File: config.mk
export PLATFORM = sky130hd
export DESIGN_NAME = mem_responder
export DESIGN_NICKNAME = d
export VERILOG_FILES = /design/src/rtl/mem_responder.sv
export SDC_FILE = /design/constraint.sdc
export NUM_CORES = 2
export LEC_CHECK = 0
export ABC_AREA = 1
export BUFFER_PORTS_ARGS = -buffer_cell sky130_fd_sc_hd__buf_2
export CAP_MARGIN = 15
export CELL_PAD_IN_SITES_DETAIL_PLACEMENT = 0
export CELL_PAD_IN_SITES_GLOBAL_PLACEMENT = 1
export CORE_ASPECT_RATIO = 1.5
export CORE_UTILIZATION = 30
export DETAILED_ROUTE_END_ITERATION = 7
export GPL_ROUTABILITY_DRIVEN = 0
export PLACE_DENSITY = 0.65
export SLEW_MARGIN = 10
export SYNTH_ARGS = -nofsm -noshare
export SYNTH_HDL_FRONTEND = slang
export SYNTH_SLANG_ARGS = --single-unit
File: constraint.sdc
create_clock -name clk -period 5.4 [get_ports clk]
set_input_delay 0.81 -clock clk [delete_from_list [all_inputs] [get_ports clk]]
set_output_delay 0.81 -clock clk [all_outputs]
set_load 0.02 [all_outputs]
File: src/rtl/mem_responder.sv
// Memory-side bus responder: fixed-latency read/write to an 8-bit store plus a boot-load side port.
// Define MEM_RESPONDER_MMIO_EN to map address 8'hFF to the io_in/io_out register instead of memory.
module mem_responder #(
   parameter int DEPTH       = 256,
   parameter int WAIT_CYCLES = 2
) (
   input  logic       clk,
   input  logic       rst,
   input  logic       req,
   input  logic [7:0] addr,
   input  logic       we,
   input  logic [7:0] wdata,
   output logic [7:0] rdata,
   output logic       ready,
   output logic       busy,
   input  logic       load_we,
   input  logic [7:0] load_addr,
   input  logic [7:0] load_data,
   input  logic [7:0] io_in,
   output logic [7:0] io_out,
   output logic       io_strobe
);

   localparam int         AW        = (DEPTH > 1) ? $clog2(DEPTH) : 1;
   localparam logic [3:0] WAIT_INIT = 4'(WAIT_CYCLES);
   localparam logic [8:0] DEPTH_W   = 9'(DEPTH);

   typedef enum logic [1:0] {S_IDLE, S_WAIT, S_RESP} state_t;

   state_t     state_q, state_d;
   logic [3:0] cnt_q, cnt_d;
   logic [7:0] addr_q, addr_d;
   logic       we_q, we_d;
   logic [7:0] wdata_q, wdata_d;
   logic [7:0] rdata_q, rdata_d;
   logic [7:0] mem_q [DEPTH];

   logic       commit;
   logic [7:0] cur_addr;
   logic       cur_we;
   logic [7:0] cur_wdata;
   logic       cur_mmio;
   logic       mem_wr_en;
   logic       load_ok;

   function automatic logic in_range(input logic [7:0] a);
      return {1'b0, a} < DEPTH_W;
   endfunction

   // With zero wait the commit happens on the capture edge, so live bus inputs are used there.
   assign cur_addr  = (state_q == S_IDLE) ? addr  : addr_q;
   assign cur_we    = (state_q == S_IDLE) ? we    : we_q;
   assign cur_wdata = (state_q == S_IDLE) ? wdata : wdata_q;

`ifdef MEM_RESPONDER_MMIO_EN
   logic [7:0] io_out_q, io_out_d;
   logic       io_strobe_q, io_strobe_d;

   assign cur_mmio = (cur_addr == 8'hFF);
   assign load_ok  = load_we && in_range(load_addr) && (load_addr != 8'hFF);

   always_comb begin
      io_out_d    = io_out_q;
      io_strobe_d = 1'b0;
      if (commit && cur_we && cur_mmio) begin
         io_out_d    = cur_wdata;
         io_strobe_d = 1'b1;
      end
   end

   always_ff @(posedge clk) begin
      if (rst) begin
         io_out_q    <= 8'h00;
         io_strobe_q <= 1'b0;
      end else begin
         io_out_q    <= io_out_d;
         io_strobe_q <= io_strobe_d;
      end
   end

   assign io_out    = io_out_q;
   assign io_strobe = io_strobe_q;
`else
   logic unused_io;

   assign unused_io = ^io_in;
   assign cur_mmio  = 1'b0;
   assign load_ok   = load_we && in_range(load_addr);
   assign io_out    = 8'h00;
   assign io_strobe = 1'b0;
`endif

   always_comb begin
      state_d = state_q;
      cnt_d   = cnt_q;
      addr_d  = addr_q;
      we_d    = we_q;
      wdata_d = wdata_q;
      commit  = 1'b0;
      case (state_q)
         S_IDLE: begin
            if (req) begin
               addr_d  = addr;
               we_d    = we;
               wdata_d = wdata;
               cnt_d   = WAIT_INIT;
               if (WAIT_INIT == 4'd0) begin
                  state_d = S_RESP;
                  commit  = 1'b1;
               end else begin
                  state_d = S_WAIT;
               end
            end
         end
         S_WAIT: begin
            cnt_d = cnt_q - 4'd1;
            if (cnt_q == 4'd1) begin
               state_d = S_RESP;
               commit  = 1'b1;
            end
         end
         S_RESP:  state_d = S_IDLE;
         default: state_d = S_IDLE;
      endcase
   end

   always_comb begin
      rdata_d = rdata_q;
      if (commit && !cur_we) begin
`ifdef MEM_RESPONDER_MMIO_EN
         if (cur_mmio) rdata_d = io_in;
         else
`endif
         if (in_range(cur_addr)) rdata_d = mem_q[cur_addr[AW-1:0]];
         else                    rdata_d = 8'h00;
      end
   end

   always_ff @(posedge clk) begin
      if (rst) begin
         state_q <= S_IDLE;
         cnt_q   <= 4'd0;
         rdata_q <= 8'h00;
      end else begin
         state_q <= state_d;
         cnt_q   <= cnt_d;
         rdata_q <= rdata_d;
      end
   end

   always_ff @(posedge clk) begin
      addr_q  <= addr_d;
      we_q    <= we_d;
      wdata_q <= wdata_d;
   end

   // The load port is written last so it overrides a bus write to the same word.
   assign mem_wr_en = commit && cur_we && !cur_mmio && in_range(cur_addr) && !rst;

   always_ff @(posedge clk) begin
      if (mem_wr_en) mem_q[cur_addr[AW-1:0]]  <= cur_wdata;
      if (load_ok)   mem_q[load_addr[AW-1:0]] <= load_data;
   end

   assign rdata = rdata_q;
   assign ready = (state_q == S_RESP);
   assign busy  = (state_q != S_IDLE);

endmodule
==> impl_metrics.toml <==
[grt]
grt_max_degree = 145
grt_first_pass_wirelength_mm = 646
antenna_found_initial = 50
grt_usage = 0.244
overflow = 0
grt_pass1_vias = 87790

[logic_synthesis]
synth_xor_area_frac = 0
synth_simple_gate_area_frac = 0.275
synth.top_cells.by_area = "edfxtp_1, nand2_1, o21ai_0, clkbuf_1, nand3_1"
synth_top_flop_cell = "edfxtp_1"
synth_top_area_cell = "edfxtp_1"
synth_top_family_by_area = "simple AND/OR/NAND/NOR gates"
mappedNetlistArea_mm2 = 0.109
synthAdderAreaFrac = 0.000229
synth_common_cells = "nand2_1, o21ai_0, edfxtp_1, clkbuf_1, nand3_1"
ys_ff_latch = 2079
synth_compound_area_frac = 0.107
yosys.area.top_type_share = 0.567
async_reset_ff_frac = 0
ys_warn_count = 0
yosysUniqueCellTypes = 30
syn_inst = 13555
ys_seq_area_frac = 0.569
synth_mux_area_frac = 0
yosysMostFrequentCell = "nand2_1"
synth_edf_count = 2065
synth.avg_cell_area_um2 = 8.07

[detailed_routing]
first_pass_iters = 6
wl_per_cell_um = 25.2
drc = 0
vias = 92500
drt_iter0_drc = 9900
routed_wl_mm = 457
via_per_inst = 5.10
antenna_left = 0

[die]
core_region_area_mm2 = 0.363
ios = 64
dieArea_mm2 = 0.367
num_rows = 271
initial_core_util = 0.301
die_y_um = 742
die_x_um = 495

[setup_path]
crit_family = "simple AND/OR/NAND/NOR gates"
criticalPathCategory = "reg -> reg"
cp-start-kind = "flop"
worstSetupEndpointType = "flop"
critPathMaxStageDelay_ps = 830
cp_slowest_cell = "nor2_1"
critPathMaxFanout = 18
path_buf_inv = 4
worstPathRequired_ps = 6010
arrival_ps = 5120
crit_chain = "inv_1 > nand2_2 > or2_0 > o21ai_1 > inv_1 > nor2_1 > nand2_1 > buf_4 > o21ai_0 > buf_4"

[clock_network]
clk_latency_ps = 920
numCtsBuffers = 213
clockRootBuffer = "clkbuf_16"
post_cts_buffers = 0
clock_path_buffers = 4
cts_sinks = 2079
h-tree-depth = 4
postCtsResizedCells = 0
cts_tree = "yes"
clkTransAtPathRegs_ps = 70
cts_hold_buf = 0

[min_path]
hold_class = "in -> reg"

[status]
status = "completed"

[sta]
tns_ps = 0
tightest_slew_ps = 1160
rsz0062_at_grt = "no"
final-hold-violation-count = 0
fin_crit_sh = 0.835
finalSetupViolCount = 0
max_clock_freq_mhz = 222
slew_headroom = 0.218
skew_ps = 60.2
maxSlewViolCount = 0
finalCriticalPeriod_ps = 4510

[pwr]
power_w = 0.0420
p_leak_nw = 50.8
ir_drop_mv = 0.250
power_density_mw_per_mm2 = 342

[layout]
fin_util = 0.338
fin_nets = 13220
areaGrowthSynthToFinish_pct = 12.1
final_cell_count_no_fill = 18150
drive_above_1_share = 0.0721

[place]
hpwl_mm = 281
io_buffers = 46
placed_cells = 17711

[job]
maxCapViolCount = 0
## worst register-to-register path, stage by stage, from the launching register on
cell	delay, ps
dfxtp_1	330
inv_1	80
nand2_2	270
or2_0	310
o21ai_1	430
inv_1	190
nor2_1	830
nand2_1	640
buf_4	380
o21ai_0	510
buf_4	270
## layer usage
metal	routed length, um	GRT usage	part of all wire	vias up
met2	228000	0.431	0.50	3747
met4	29700	0.143	0.065	14
met1	169000	0.282	0.37	43852
met3	29500	0.0274	0.065	1017
met5	89	0.000794	0.00019	-
li1	-	-	-	43870
## layout make-up
type | instances | area (um^2)
clock buffer | 256 | 5600
tap | 4777 | 5980
inverter | 98 | 495
multi-input combinational | 10195 | 42100
sequential | 2079 | 62300
fill | 37863 | 240000
timing repair buffer | 586 | 5040
antenna | 31 | 77.6
clock inverter | 128 | 1090
## path summary, 6_finish.rpt
kind	cells after the start	slack, ps	start	end
max	10	890	state_q[0]$_SDFFE_PP0P_	mem_q[54][3]$_DFFE_PP_
min	1	100	wdata[5]	wdata_q[5]$_DFFE_PP_
max reg2reg	10	890	state_q[0]$_SDFFE_PP0P_	mem_q[54][3]$_DFFE_PP_
min reg2reg	2	500	cnt_q[3]$_SDFFE_PP0P_	cnt_q[3]$_SDFFE_PP0P_
## per-stage QoR
| stage | cell area [um^2] | hold WS, ps | worst slack (ps) |
|---|---|---|---|
| 6_report | 123000 | 98.8 | 892 |
| 5_1_grt | 123000 | 82.2 | 821 |
| 4_1_cts | 122000 | 37.3 | 743 |
| 3_5_place_dp | 116000 | 485 | 586 |
| 3_3_place_gp | 116000 | 474 | 646 |
| 2_1_floorplan | 109000 | 454 | 2280 |
## sequential cells by signal, summed over array words and instances (netlist names)
| signal | count |
|---|---|
| state_q | 2 |
| wdata_q | 8 |
| mem_q | 2048 |
| cnt_q | 4 |
| we_q | 1 |
| rdata | 8 |
| addr_q | 8 |
## logic make-up (layout without fill, tap and decap cells)
| logic type | after synthesis | in the layout |
|---|---|---|
| and+or+nand+nor | 7843 | 7843 |
| DFF | 2079 | 2079 |
| other | 1 | 40 |
| AOI/OAI and AO/OA | 2341 | 2341 |
| adders and majority gates | 2 | 2 |
| buffers and inverters | 1289 | 1068 |
## layout by cell type, fill, tap and decap left out, types with 50 or more instances in the layout
cell	count
nand2_1	6957
o21ai_0	2281
edfxtp_1	2065
buf_4	447
nand3_1	421
nor2_1	395
clkbuf_16	217
inv_1	72
buf_2	68
buf_12	64
clkinv_2	50
## power breakdown
part | internal [W] | leakage [nW] | switching, W | total [W]
registers | 0.0182 | 18.7 | 0.0000163 | 0.0182
clock network | 0.00817 | 3.28 | 0.00683 | 0.0150
logic | 0.00218 | 28.8 | 0.00654 | 0.00872
total | 0.0286 | 50.8 | 0.0134 | 0.0420
(Power assumes the default switching activity.)
